===== src/rtl/rd53_to_pkg.sv =====
// Shared types and sizing for the RD53 TO time-over-threshold counter.
// Pure declarations: no latency, no flow control.
// Consumers import rd53_to_pkg::* to pick up the FSM encoding and default widths.
package rd53_to_pkg;

    localparam int TOT_W_DEF = 4;
    localparam int LOST_W    = 8;

    typedef enum logic [1:0] {
        IDLE     = 2'd0,
        COUNT    = 2'd1,
        WAIT_LOW = 2'd2
    } state_t;

endpackage


===== src/rtl/rd53_to_hit_sync.sv =====
// Decodes the TO discriminator pair into a raw hit and synchronizes it into CLK.
// Latency: SYNC_STAGES cycles from raw hit to hit_s; no backpressure (free-running).
// primed rises once every stage holds a post-reset sample, so hit_s is trustworthy.
module rd53_to_hit_sync #(
    parameter int SYNC_STAGES = 2
) (
    input  logic clk,
    input  logic rst,
    input  logic voutp,
    input  logic voutn,
    output logic hit_s,
    output logic primed
);

    // SYNC_STAGES must be 2 or 3; a single stage would leave no metastability margin.
    logic [SYNC_STAGES-1:0] sync_q;
    logic [SYNC_STAGES-1:0] fill_q;
    logic                   hit_raw;

    // Equal inputs (both high or both low) are a non-hit.
    assign hit_raw = voutp & ~voutn;

    always_ff @(posedge clk or posedge rst) begin
        if (rst) begin
            sync_q <= '0;
            fill_q <= '0;
        end else begin
            sync_q <= {sync_q[SYNC_STAGES-2:0], hit_raw};
            fill_q <= {fill_q[SYNC_STAGES-2:0], 1'b1};
        end
    end

    assign hit_s  = sync_q[SYNC_STAGES-1];
    assign primed = fill_q[SYNC_STAGES-1];

endmodule


===== src/rtl/rd53_to_tot_counter.sv =====
// Measures ToT of the synchronized TO hit and offers it through a one-word valid/ready buffer.
// Latency: TOT_VALID rises 1 cycle after the first low cycle of hit_s (SYNC_STAGES+1 after raw fall).
// Backpressure: a full, undrained buffer drops the new word and bumps LOST_CNT; optional HIT_OR via RD53_TO_HITOR_EN.
module rd53_to_tot_counter
    import rd53_to_pkg::*;
#(
    parameter int TOT_W       = TOT_W_DEF,
    parameter int SYNC_STAGES = 2
) (
    input  logic              CLK,
    input  logic              RESET,
    input  logic              VOUTP_TO,
    input  logic              VOUTN_TO,
    input  logic              PIX_EN,
    output logic [TOT_W-1:0]  TOT,
    output logic              TOT_VALID,
    input  logic              TOT_READY,
    output logic [LOST_W-1:0] LOST_CNT
`ifdef RD53_TO_HITOR_EN
    ,
    output logic              HIT_OR
`endif
);

    localparam logic [TOT_W-1:0]  CNT_MAX  = '1;
    localparam logic [LOST_W-1:0] LOST_MAX = '1;

    logic             hit_s;
    logic             sync_primed;
    logic             fresh;
    state_t           state;
    state_t           state_nxt;
    logic [TOT_W-1:0] cnt;
    logic [TOT_W-1:0] cnt_nxt;
    logic             deliver;
    logic             buf_free;

    rd53_to_hit_sync #(
        .SYNC_STAGES(SYNC_STAGES)
    ) u_hit_sync (
        .clk    (CLK),
        .rst    (RESET),
        .voutp  (VOUTP_TO),
        .voutn  (VOUTN_TO),
        .hit_s  (hit_s),
        .primed (sync_primed)
    );

    // fresh covers the first trustworthy hit_s sample after reset: a hit already
    // high at that point started before release and must not be measured.
    always_ff @(posedge CLK or posedge RESET) begin
        if (RESET) begin
            fresh <= 1'b1;
        end else if (sync_primed) begin
            fresh <= 1'b0;
        end
    end

    always_ff @(posedge CLK or posedge RESET) begin
        if (RESET) begin
            state <= IDLE;
            cnt   <= '0;
        end else begin
            state <= state_nxt;
            cnt   <= cnt_nxt;
        end
    end

    always_comb begin
        state_nxt = state;
        cnt_nxt   = cnt;
        deliver   = 1'b0;
        case (state)
            IDLE: begin
                if (hit_s) begin
                    if (PIX_EN && !fresh) begin
                        cnt_nxt   = TOT_W'(1);
                        state_nxt = COUNT;
                    end else begin
                        state_nxt = WAIT_LOW;
                    end
                end
            end
            COUNT: begin
                if (!PIX_EN) begin
                    cnt_nxt   = '0;
                    state_nxt = WAIT_LOW;
                end else if (hit_s) begin
                    if (cnt != CNT_MAX) begin
                        cnt_nxt = cnt + TOT_W'(1);
                    end
                end else begin
                    deliver   = 1'b1;
                    state_nxt = IDLE;
                end
            end
            WAIT_LOW: begin
                if (!hit_s) begin
                    state_nxt = IDLE;
                end
            end
            default: begin
                state_nxt = IDLE;
            end
        endcase
    end

    // The buffer accepts a new word when empty or when it drains on this same edge.
    assign buf_free = !TOT_VALID || TOT_READY;

    always_ff @(posedge CLK or posedge RESET) begin
        if (RESET) begin
            TOT       <= '0;
            TOT_VALID <= 1'b0;
            LOST_CNT  <= '0;
        end else begin
            if (deliver && buf_free) begin
                TOT       <= cnt;
                TOT_VALID <= 1'b1;
            end else begin
                if (TOT_VALID && TOT_READY) begin
                    TOT_VALID <= 1'b0;
                end
                if (deliver && (LOST_CNT != LOST_MAX)) begin
                    LOST_CNT <= LOST_CNT + LOST_W'(1);
                end
            end
        end
    end

`ifdef RD53_TO_HITOR_EN
    always_ff @(posedge CLK or posedge RESET) begin
        if (RESET) begin
            HIT_OR <= 1'b0;
        end else begin
            HIT_OR <= hit_s & PIX_EN;
        end
    end
`endif

endmodule

===== config.mk =====
export PLATFORM = sky130hd
export DESIGN_NAME = rd53_to_tot_counter
export DESIGN_NICKNAME = d
export VERILOG_FILES = /design/src/rtl/rd53_to_pkg.sv /design/src/rtl/rd53_to_hit_sync.sv /design/src/rtl/rd53_to_tot_counter.sv
export SDC_FILE = /design/constraint.sdc
export NUM_CORES = 1
export LEC_CHECK = 0
export ABC_CLOCK_PERIOD_IN_PS = 1400
export CORE_MARGIN = 3
export CORE_UTILIZATION = 46
export CTS_CLUSTER_DIAMETER = 40
export DETAILED_ROUTE_END_ITERATION = 10
export GPL_TIMING_DRIVEN = 0
export PLACE_DENSITY = 0.73
export SLEW_MARGIN = 25
export SYNTH_ARGS = -nofsm -noshare
export SYNTH_HDL_FRONTEND = slang
export SYNTH_SLANG_ARGS = --single-unit

===== constraint.sdc =====
create_clock -name CLK -period 1.4 [get_ports CLK]
set_input_delay 0.21 -clock CLK [delete_from_list [all_inputs] [get_ports CLK]]
set_output_delay 0.21 -clock CLK [all_outputs]
set_load 0.01 [all_outputs]

### After elaboration in Yosys (flattened, before gate mapping)

Index checks and enable logic that the tools add are counted.

* reductions and logical operators: 12
* bitwise logic cells: 3
* mux-type cells: 16
* eq/ne operators: 8
* add/sub/neg operators: 2

Operator list (number)
* 4-bit two-way mux: 5
* 8-bit by 1-bit adder with 8-bit output, second input constant: 1
* 2-bit two-way mux: 4
* 8-bit inequality test, second input constant: 1
* 4-bit one-hot mux with 2 select lines: 1
* 2-bit one-hot mux with 3 select lines: 1
* 1-bit two-way mux: 5
* 5-bit AND reduction: 1
* 4-bit by 1-bit adder with 4-bit output, second input constant: 1
* 1-bit logical AND: 4
* 4-bit inequality test, second input constant: 1
* 2-bit nonzero test: 2
* 3-bit by 2-bit inequality test with 1-bit output, second input constant: 1
* 3-bit inequality test, second input constant: 1
* 2-bit by 1-bit equality test with 1-bit output, second input constant: 1
* 2-bit equality test, second input constant: 1
* 1-bit logical NOT: 2
* 2-bit logical NOT: 1
* 2-bit by 1-bit inequality test with 1-bit output, second input constant: 1
* 2-bit inequality test, second input constant: 1
* 1-bit NOT: 2
* 2-bit AND reduction: 1
* 1-bit AND: 1
* 1-bit logical OR: 1

* register bits: 24
* output and inout bits: 13

### Depth between registers and ports, before layout

Gate-level depths: netlist of the first run.

* depth after elaboration: 6
* depth in mapped cells: 5
* mapped depth without buffers: 4

### Hierarchy

A second synthesis of the first run with hierarchy kept.

* cells, all modules: 104
* area total of the unflattened synthesis: 1192.4 um2

Modules (own cells, without submodules)
* rd53_to_tot_counter: times used 1, cells each 97, sequential area each 501.7 um2, area each 1071.0 um2
* rd53_to_hit_sync: times used 1, cells each 7, sequential area each 100.1 um2, area each 121.4 um2

### Least setup slack after synthesis of the first run

OpenSTA, ideal clock, no wires.

* kind: reg-to-reg
* start point: reg u_hit_sync.sync_q[1]
* end point: reg LOST_CNT[6]
* arrival: 1447 ps
* cell stages (with the launch flop): 6
* path buffers: 1
* setup slack: -171 ps
* cell sequence: dfrtp_1 > buf_6 > and4bb_4 > nand4b_4 > nor3_2 > mux2_2

* longest elaborated chain between the ends: 6
* elaborated cells on any way between the ends: 7

Ends and longest elaborated chain
* start: declaration: line rd53_to_hit_sync.sv:16 `logic [SYNC_STAGES-1:0] sync_q;`
* start signal: assignment: line rd53_to_hit_sync.sv:28 `sync_q <= {sync_q[SYNC_STAGES-2:0], hit_raw};`
* 1-bit two-way mux *: line rd53_to_tot_counter.sv:88 `end else if (hit_s) begin`
* 1-bit two-way mux *: line rd53_to_tot_counter.sv:85 `if (!PIX_EN) begin`
* 1-bit two-way mux *: line rd53_to_tot_counter.sv:73 `case (state)`
* 1-bit logical AND: line rd53_to_tot_counter.sv:117 `if (deliver && buf_free) begin`
* 1-bit NOT (no line)
* 2-bit AND reduction (no line) *
* end signal: assignment: line rd53_to_tot_counter.sv:125 `LOST_CNT <= LOST_CNT + LOST_W'(1);`
* end: declaration: line rd53_to_tot_counter.sv:18 `output logic [LOST_W-1:0] LOST_CNT`

Every way passes the cells marked *; elsewhere a longest branch is shown, timed or not.
A chain may end at the register's enable or synchronous reset.

### Worst setup path after layout of the first run

Same ends and word-level chain as after synthesis.

==> impl_metrics.json, run 1 <==
{
  "grt_pass1_wl_um": 4130,
  "yosys-top-cells-area": "dfrtp_1 49%, mux2_2 5.8%, a31oi_1 3.2%",
  "cts_root_buffer": "clkbuf_4",
  "cts_buffer_depth": 2,
  "cts_made_buffers": 3,
  "synth_top_area_cell": "dfrtp_1",
  "die_h_um": 56.4,
  "std_cell_rows": 17,
  "p_leak_nw": 0.803,
  "hold_path_class": "in -> async",
  "drt-initial-drc-count": 11,
  "synth_edf_count": 0,
  "overflow": 0,
  "synth_fa_ha_area_frac": 0.0214,
  "core_mm2": 0.00232,
  "yosysWarnings": 0,
  "stdcell_area_mm2": 0.00162,
  "synth_seq_cells": 24,
  "setup_viol": 9,
  "drv_slew": 0,
  "violations": "setup timing",
  "cp_slowest_stage_delay_ns": 0.42,
  "clk_pin_slew_worst_paths_ns": 0.13,
  "synth_common_cells": "23 x dfrtp_1, 8 x nand2_1, 6 x a31oi_1, 6 x mux2_2",
  "fin_crit_sh": 1.11,
  "critPathCaptureType": "register",
  "place_area_mm2": 0.00139,
  "criticalPathCategory": "reg -> reg",
  "cellPowerDensity_mw_per_mm2": 782,
  "synth_flop_cell": "dfrtp_1",
  "vias": 947,
  "clock-sinks": 24,
  "drive_gt1_frac": 0.360,
  "skew_ns": 0.00316,
  "status": "finished with violations",
  "async_reset_ff_frac": 1.00,
  "seq_area_frac_synth": 0.514,
  "rsz0062_at_grt": "true",
  "rr_worst_depth": 5,
  "synth_top_family_by_area": "simple AND/OR/NAND/NOR gates",
  "worstPathCellList": "buf_6 -> and4bb_4 -> nand4b_4 -> nor3_4 -> mux2_4",
  "start_kind": "register",
  "synth.avg_cell_area_um2": 11.7,
  "clk_latency_ns": 0.31,
  "gp_congestion": 0.772,
  "cap_violations": 0,
  "antennaDiodeCount": 0,
  "detailedPlace.worstSlack_ns": -0.578,
  "area.growth.synth_to_final_pct": 38.7,
  "place_hpwl_um": 1500,
  "p_total_w": 0.00127,
  "drc": 0,
  "synthCells": 100,
  "syn-num-nets": 108,
  "synthMuxAreaShare": 0.0663,
  "synthSimpleGateAreaFrac": 0.239,
  "wl_per_cell_um": 14.8,
  "final_antenna_net_count": 0,
  "htreeDepth": 1,
  "slew-limit-headroom": 0.405,
  "yosysTopAreaCellShare": 0.492,
  "num_io_pins": 19,
  "cts_tree": "yes",
  "die-area_mm2": 0.00318,
  "rrSetupSlack_ns": -0.15,
  "grt_usage": 0.161,
  "finalCoreUtilization": 0.700,
  "hold_viol": 0,
  "firstDrtPassIters": 4,
  "viasPerCell": 5.67,
  "synth.most_common_cell": "dfrtp_1",
  "slowest_stage": "dfrtp_1",
  "synth_cell_type_count": 38,
  "antenna_found_initial": 0,
  "first_global_vias": 925,
  "drt_wl_total_um": 2470,
  "crit_required_ns": 1.61,
  "initial_core_util": 0.505,
  "syn_area_mm2": 0.00117,
  "vdd.ir_drop.worst_mv": 0.613,
  "dieWidth_um": 56.4,
  "setup_slack_ns": -0.147,
  "synth-compound-area-share": 0.116,
  "fmax_mhz": 646,
  "yosys.area_share.xor_xnor": 0.0150,
  "fin_nets": 148,
  "grt_max_degree": 25,
  "worstMarginPinSlew_ns": 0.892,
  "cp_max_fo": 2,
  "period_minus_slack_ns": 1.55,
  "port_buffers": 18,
  "arrival_ns": 1.76,
  "hold_buffers": 0
}
-- cell usage in the layout, fill, tap and decap left out, types with 2 or more instances in the layout --
cell and instances:
nand2b_1 2, dfrtp_2 3, o21ai_0 2, o21a_1 2, a31oi_1 5, nor2b_1 5, nand3_2 2, nor3_4 2
clkbuf_4 3, nor2_2 2, mux2_4 3, mux2_2 3, nand2_1 7, inv_1 5, nor2_1 2, dlygate4sd2_1 14
a21oi_1 2, buf_6 2, a41oi_1 2, clkdlybuf4s50_1 4, buf_4 16, dfrtp_1 20, nor4_4 2
-- worst max-delay path: cells and delay by family (launching register included) --
family	cells	cell delay, ns
buffers and inverters	1	0.12
flip-flops	1	0.42
multiplexers	1	0.31
AND/OR/NAND/NOR	3	0.60
-- final cells by class --
cell class	instances	area, µm²
flip-flops and latches	24	606
clock buffers	4	36.3
inverters	5	18.8
repair buffers	35	294
plain buffers	1	11.3
multi-input cells	70	622
well taps	28	35.0
fillers	185	696
-- per-layer routing --
layer,vias up,wire length (µm),track usage
li1,446,-,-
met1,474,1040,0.204
met2,23,1290,0.272
met3,4,103,0.0276
met4,0,36,0.0610
met5,-,0,0
-- sequential cells by signal (all words and copies together) (netlist names) --
| name | flops |
|---|---|
| TOT | 4 |
| fresh | 1 |
| u_hit_sync.fill_q | 2 |
| state | 2 |
| cnt | 4 |
| LOST_CNT | 8 |
| u_hit_sync.sync_q | 2 |
| TOT_VALID | 1 |
-- timing repair --
item	in CTS	in global routing
buffers inserted	13	5
resized for setup	28	7
endpoints found under the hold margin	0	0
setup endpoints to repair	22	15
pin swaps	4	6
-- per-stage QoR --
step / std cells / setup TNS, ns / hold slack [ns]
final: 167 / -0.553 / 0.368
after global routing: 167 / -1.15 / 0.374
after CTS: 163 / -0.447 / 0.373
after detailed placement: 146 / -5.30 / 0.343
after global placement: 146 / -4.82 / 0.336
after floorplan: 100 / -0.141 / 0.224
-- path summary, 6_finish.rpt --
check                                                from                              to
min                                                 RESET  u_hit_sync.sync_q[0]$_DFF_PP0_
min in group CLK           u_hit_sync.fill_q[1]$_DFF_PP0_               fresh$_DFFE_PP1P_
max in group asynchronous                           RESET         LOST_CNT[5]$_DFFE_PP0P_
max reg2reg                u_hit_sync.sync_q[1]$_DFF_PP0_         LOST_CNT[6]$_DFFE_PP0P_
max                        u_hit_sync.sync_q[1]$_DFF_PP0_         LOST_CNT[6]$_DFFE_PP0P_
min reg2reg                u_hit_sync.fill_q[1]$_DFF_PP0_               fresh$_DFFE_PP1P_
-- power breakdown --
part / internal, W / leakage [nW] / switching (W)
Combinational: 0.0000872 / 0.477 / 0.0000757
Sequential: 0.000725 / 0.305 / 0.0000233
Clock: 0.000159 / 0.0210 / 0.000200
Total: 0.000971 / 0.803 / 0.000299
-- kinds of logic (layout without fill, tap and decap cells) --
family / after synthesis / after routing
and+or+nand+nor: 38 / 38
muxes: 7 / 7
xor gates and xnor gates: 2 / 2
buffers and inverters: 6 / 45
AOI/OAI and AO/OA: 20 / 20
DFF: 24 / 24
other: 1 / 1
adders and majority gates: 2 / 2
No activity file was read; power rests on OpenSTA's default activity.
==> run 2: changes to the inputs <==
Settings changed: CORE_MARGIN 3 to 2, TNS_END_PERCENT from default to 5.
==> impl_metrics.json, run 2 (synthesis results as in run 1) <==
{
  "wl_per_cell_um": 14.4,
  "vdd.ir_drop.worst_mv": 0.720,
  "top_register": "LOST_CNT",
  "drt_wl_total_um": 2230,
  "largest_register_ff_count": 8,
  "critPathCaptureType": "register",
  "hold_buffers": 0,
  "stdcell_area_mm2": 0.00149,
  "port_buffers": 18,
  "hold_viol": 0,
  "worstMarginPinSlew_ns": 0.885,
  "drv_slew": 0,
  "arrival_ns": 1.79,
  "cts_made_buffers": 3,
  "gp_congestion": 0.785,
  "setup_viol": 8,
  "viasPerCell": 5.56,
  "htreeDepth": 1,
  "grt_usage": 0.182,
  "first_global_vias": 835,
  "area.growth.synth_to_final_pct": 27.0,
  "hold_path_class": "in -> async",
  "grt_pass1_wl_um": 3780,
  "cap_violations": 0,
  "dieWidth_um": 54.4,
  "crit_required_ns": 1.62,
  "fmax_mhz": 635,
  "rrSetupSlack_ns": -0.18,
  "num_io_pins": 19,
  "finalCoreUtilization": 0.611,
  "cellPowerDensity_mw_per_mm2": 941,
  "fin_nets": 134,
  "die_h_um": 54.4,
  "mostFrequentLayoutCell": "dfrtp_1",
  "final_antenna_net_count": 0,
  "antennaDiodeCount": 0,
  "place_area_mm2": 0.00139,
  "slew-limit-headroom": 0.409,
  "initial_core_util": 0.481,
  "die-area_mm2": 0.00296,
  "setup_slack_ns": -0.175,
  "std_cell_rows": 18,
  "clock-sinks": 24,
  "clk_latency_ns": 0.32,
  "drt-initial-drc-count": 9,
  "vias": 862,
  "cts_root_buffer": "clkbuf_4",
  "start_kind": "register",
  "violations": "setup timing",
  "p_leak_nw": 0.742,
  "cts_tree": "yes",
  "cp_max_fo": 8,
  "skew_ns": 0.00635,
  "firstDrtPassIters": 4,
  "cts_buffer_depth": 2,
  "clk_pin_slew_worst_paths_ns": 0.14,
  "fillerInstances": 211,
  "top_regs": "LOST_CNT x8, TOT x4, cnt x4",
  "overflow": 0,
  "antenna_found_initial": 0,
  "rsz0062_at_grt": "true",
  "criticalPathCategory": "reg -> reg",
  "fin_crit_sh": 1.13,
  "place_hpwl_um": 1560,
  "layout_common_cells": "20 x dfrtp_1, 13 x dlygate4sd2_1, 7 x nand2_1",
  "drive_gt1_frac": 0.240,
  "grt_max_degree": 25,
  "status": "finished with violations",
  "core_mm2": 0.00243,
  "period_minus_slack_ns": 1.58,
  "drc": 0
}
[run 2: report_power, final]
group | internal [W] | switching, W | total [W]
Sequential | 0.000725 | 0.0000273 | 0.000752
Clock | 0.000290 | 0.000216 | 0.000506
Combinational | 0.0000735 | 0.0000665 | 0.000140
[run 2: per-stage QoR]
stage	power [W]	std cells	hold WS, ns	TNS (ns)	setup slack, ns
final	0.00140	155	0.357	-0.578	-0.175
after global routing	0.00146	155	0.388	-1.35	-0.233
after CTS	0.00141	155	0.373	-1.12	-0.218
after detailed placement	0.000917	148	0.341	-5.42	-0.603
after global placement	0.000907	148	0.335	-4.97	-0.565
after floorplan	0.000844	100	0.224	-0.247	-0.141
[run 2: worst max-delay path, stage by stage, from the launching register on]
cell and delay [ns]:
dfrtp_2 0.47, and4bb_4 0.37, nand4b_4 0.11, nor3_4 0.20, mux2_4 0.31
[run 2: timing repair]
item | CTS | global route
setup buffers | 3 | 0
gates resized for setup | 20 | 7
pin swaps | 3 | 4
setup endpoints to repair | 22 | 16
[run 2: final cells by class]
type / count / area [µm²] / share of cell area
multi-input combinational: 70 / 571 / 0.384
clock buffer: 3 / 22.5 / 0.0152
buffer: 1 / 11.3 / 0.00758
clock inverter: 1 / 30.0 / 0.0202
sequential: 24 / 606 / 0.408
timing repair buffer: 21 / 189 / 0.127
tap: 30 / 37.5 / 0.0253
inverter: 5 / 18.8 / 0.0126
[run 2: final timing paths]
check,start,end,cells past startpoint
min in group CLK,u_hit_sync.sync_q[0]$_DFF_PP0_,u_hit_sync.sync_q[1]$_DFF_PP0_,0
max in group asynchronous,RESET,LOST_CNT[5]$_DFFE_PP0P_,2
min reg2reg,u_hit_sync.sync_q[0]$_DFF_PP0_,u_hit_sync.sync_q[1]$_DFF_PP0_,0
max reg2reg,state[1]$_DFFE_PP0P_,LOST_CNT[6]$_DFFE_PP0P_,4
max,state[1]$_DFFE_PP0P_,LOST_CNT[6]$_DFFE_PP0P_,4
min,RESET,u_hit_sync.sync_q[1]$_DFF_PP0_,2
[run 2: per-layer routing]
layer	vias to the layer above	part of all wire	track usage
met5	-	0	0
met4	0	0.014	0.0750
met3	4	0.047	0.0246
met2	24	0.51	0.319
met1	420	0.43	0.224
li1	414	-	-
==> run 3: changes to the inputs <==
Settings changed: CORE_MARGIN 2 to 3, SYNTH_HIERARCHICAL from default to 1.
==> impl_metrics.json, run 3 <==
{
  "synth_seq_cells": 24,
  "syn_area_mm2": 0.00119,
  "status": "finished with violations",
  "antenna_found_initial": 0,
  "arrival_ns": 1.74,
  "cts_root_buffer": "clkbuf_4",
  "start_kind": "register",
  "rr_worst_depth": 3,
  "synth.most_common_cell": "dfrtp_1",
  "synth.avg_cell_area_um2": 11.5,
  "area.growth.synth_to_final_pct": 30.3,
  "cap_violations": 0,
  "mostFrequentLayoutCell": "dfrtp_1",
  "htreeDepth": 1,
  "yosysTopAreaCellShare": 0.483,
  "hold_buffers": 0,
  "period_minus_slack_ns": 1.52,
  "critPathCaptureType": "register",
  "synthCells": 104,
  "cts_tree": "yes",
  "die_h_um": 56.9,
  "fin_nets": 140,
  "firstDrtPassIters": 4,
  "drc": 0,
  "slew-limit-headroom": 0.484,
  "synth_cell_type_count": 41,
  "p_total_w": 0.00133,
  "cellPowerDensity_mw_per_mm2": 855,
  "worstMarginPinSlew_ns": 0.773,
  "detailedPlace.worstSlack_ns": -0.401,
  "setup_slack_ns": -0.118,
  "clk_pin_slew_worst_paths_ns": 0.14,
  "hold_path_class": "in -> async",
  "rrSetupSlack_ns": -0.12,
  "overflow": 0,
  "largest_register_ff_count": 8,
  "clk_latency_ns": 0.32,
  "cts_made_buffers": 3,
  "synth_flop_cell": "dfrtp_1",
  "crit_required_ns": 1.62,
  "setup_viol": 5,
  "hold_viol": 0,
  "dieWidth_um": 56.9,
  "std_cell_rows": 17,
  "clock-sinks": 24,
  "final_antenna_net_count": 0,
  "r2r_start": "LOST_CNT[3]$_DFFE_PP0P_",
  "fin_crit_sh": 1.08,
  "yosys-top-cells-area": "dfrtp_1 48%, mux2_2 6.6%, inv_1 2.8%",
  "cts_buffer_depth": 2,
  "grt_usage": 0.164,
  "core_mm2": 0.00234,
  "drt_wl_total_um": 2440,
  "top_regs": "LOST_CNT x8, TOT x4, cnt x4",
  "drv_slew": 0,
  "syn-num-nets": 112,
  "place_area_mm2": 0.00140,
  "gp_congestion": 0.777,
  "r2r-end": "LOST_CNT[1]$_DFFE_PP0P_",
  "layout_common_cells": "20 x dfrtp_1, 13 x dlygate4sd2_1, 9 x inv_1",
  "die-area_mm2": 0.00324,
  "seq_area_frac_synth": 0.505,
  "synth_edf_count": 0,
  "cp_slowest_stage_delay_ns": 0.43,
  "cp_max_fo": 5,
  "violations": "setup timing",
  "finalCoreUtilization": 0.664,
  "fillerInstances": 199,
  "slowest_stage": "dfrtp_1",
  "yosysWarnings": 6,
  "wl_per_cell_um": 15.3,
  "place_hpwl_um": 1640,
  "vias": 922,
  "stdcell_area_mm2": 0.00155,
  "finalSetupTns_ns": -0.416,
  "drive_gt1_frac": 0.290,
  "initial_core_util": 0.510,
  "num_io_pins": 19,
  "fmax_mhz": 659,
  "first_global_vias": 878,
  "port_buffers": 17,
  "drt-initial-drc-count": 30,
  "viasPerCell": 5.80,
  "antennaDiodeCount": 0,
  "async_reset_ff_frac": 1.00,
  "synth_common_cells": "23 x dfrtp_1, 9 x inv_1, 7 x mux2_2, 5 x nand2_1, 5 x o21ai_0",
  "vdd.ir_drop.worst_mv": 0.727,
  "rsz0062_at_grt": "true",
  "worstPathCellList": "nand3_1 -> o211ai_1 -> mux2_2",
  "synth_top_area_cell": "dfrtp_1",
  "grt_pass1_wl_um": 4140,
  "criticalPathCategory": "reg -> reg",
  "top_register": "LOST_CNT",
  "grt_max_degree": 21,
  "skew_ns": 0.00530,
  "p_leak_nw": 0.714
}
==> run 3: cell types whose count changed after synthesis, sizes merged, moves of 2 or more <==
cell / previous run / this run
nand2: 8 / 5
inv: 5 / 9
a41oi: 2 / 0
a31oi: 6 / 2
o211ai: 0 / 2
nand4: 1 / 3
mux2: 6 / 8
nor2: 4 / 0
==> run 3: how the worst max path moves through the flow <==
stage | endpoint | cells after the start | from
2_1_floorplan | LOST_CNT[1]$_DFFE_PP0P_ | 4 | LOST_CNT[0]$_DFFE_PP0P_
3_3_place_gp | LOST_CNT[7]$_DFFE_PP0P_ | 4 | TOT_READY
3_5_place_dp | LOST_CNT[7]$_DFFE_PP0P_ | 4 | TOT_READY
4_1_cts | LOST_CNT[1]$_DFFE_PP0P_ | 4 | LOST_CNT[1]$_DFFE_PP0P_
5_1_grt | LOST_CNT[5]$_DFFE_PP0P_ | 4 | LOST_CNT[0]$_DFFE_PP0P_
6_report | LOST_CNT[1]$_DFFE_PP0P_ | 3 | LOST_CNT[3]$_DFFE_PP0P_
==> run 3: logic make-up after synthesis <==
kind of cell / Yosys count / share of synthesized area
flops: 24 / 0.505
buf+inv: 11 / 0.0420
xor+xnor: 2 / 0.0147
compound gates: 20 / 0.122
other cells: 1 / 0.00314
simple gates: 35 / 0.209
fa+ha+maj: 2 / 0.0210
mux: 9 / 0.0839
==> run 3: metrics by stage <==
stage,cells,hold WS [ns]
finish,159,0.0756
global route,159,0.0891
CTS,159,0.0794
detailed placement,149,0.339
global placement,149,0.335
floorplan,104,-0.0239
==> run 3: worst max-delay path: cells and delay by family (launching register included) <==
family	cells	cell delay, ns
compound gates	1	0.36
mux	1	0.38
flops	1	0.43
simple gates	1	0.25
==> run 3: layout make-up <==
class                      count  area, µm²  area share
multi-input combinational     69        628       0.404
sequential                    24        606       0.390
timing repair buffer          23        199       0.128
clock buffer                   4       36.3      0.0233
tap                           28       35.0      0.0225
inverter                       9       33.8      0.0217
buffer                         2       16.3      0.0105
==> run 3: layer usage <==
| layer | track usage | vias to the layer above | wire, µm |
|---|---|---|---|
| met5 | 0 | - | 0 |
| met2 | 0.271 | 21 | 1170 |
| li1 | - | 437 | - |
| met3 | 0.0299 | 5 | 96 |
| met1 | 0.214 | 459 | 1130 |
| met4 | 0.0596 | 0 | 39 |
==> run 3: repair_timing <==
action	in CTS	in global routing
pin swaps	6	1
setup buffers	6	0
gates resized for setup	24	8
setup endpoints to repair	24	12
gates cloned	0	0
==> run 3: power breakdown <==
group | internal (W) | total, W | switching, W
clock network | 0.000159 | 0.000378 | 0.000218
registers | 0.000730 | 0.000767 | 0.0000362
logic | 0.000101 | 0.000184 | 0.0000825
total | 0.000991 | 0.00133 | 0.000337
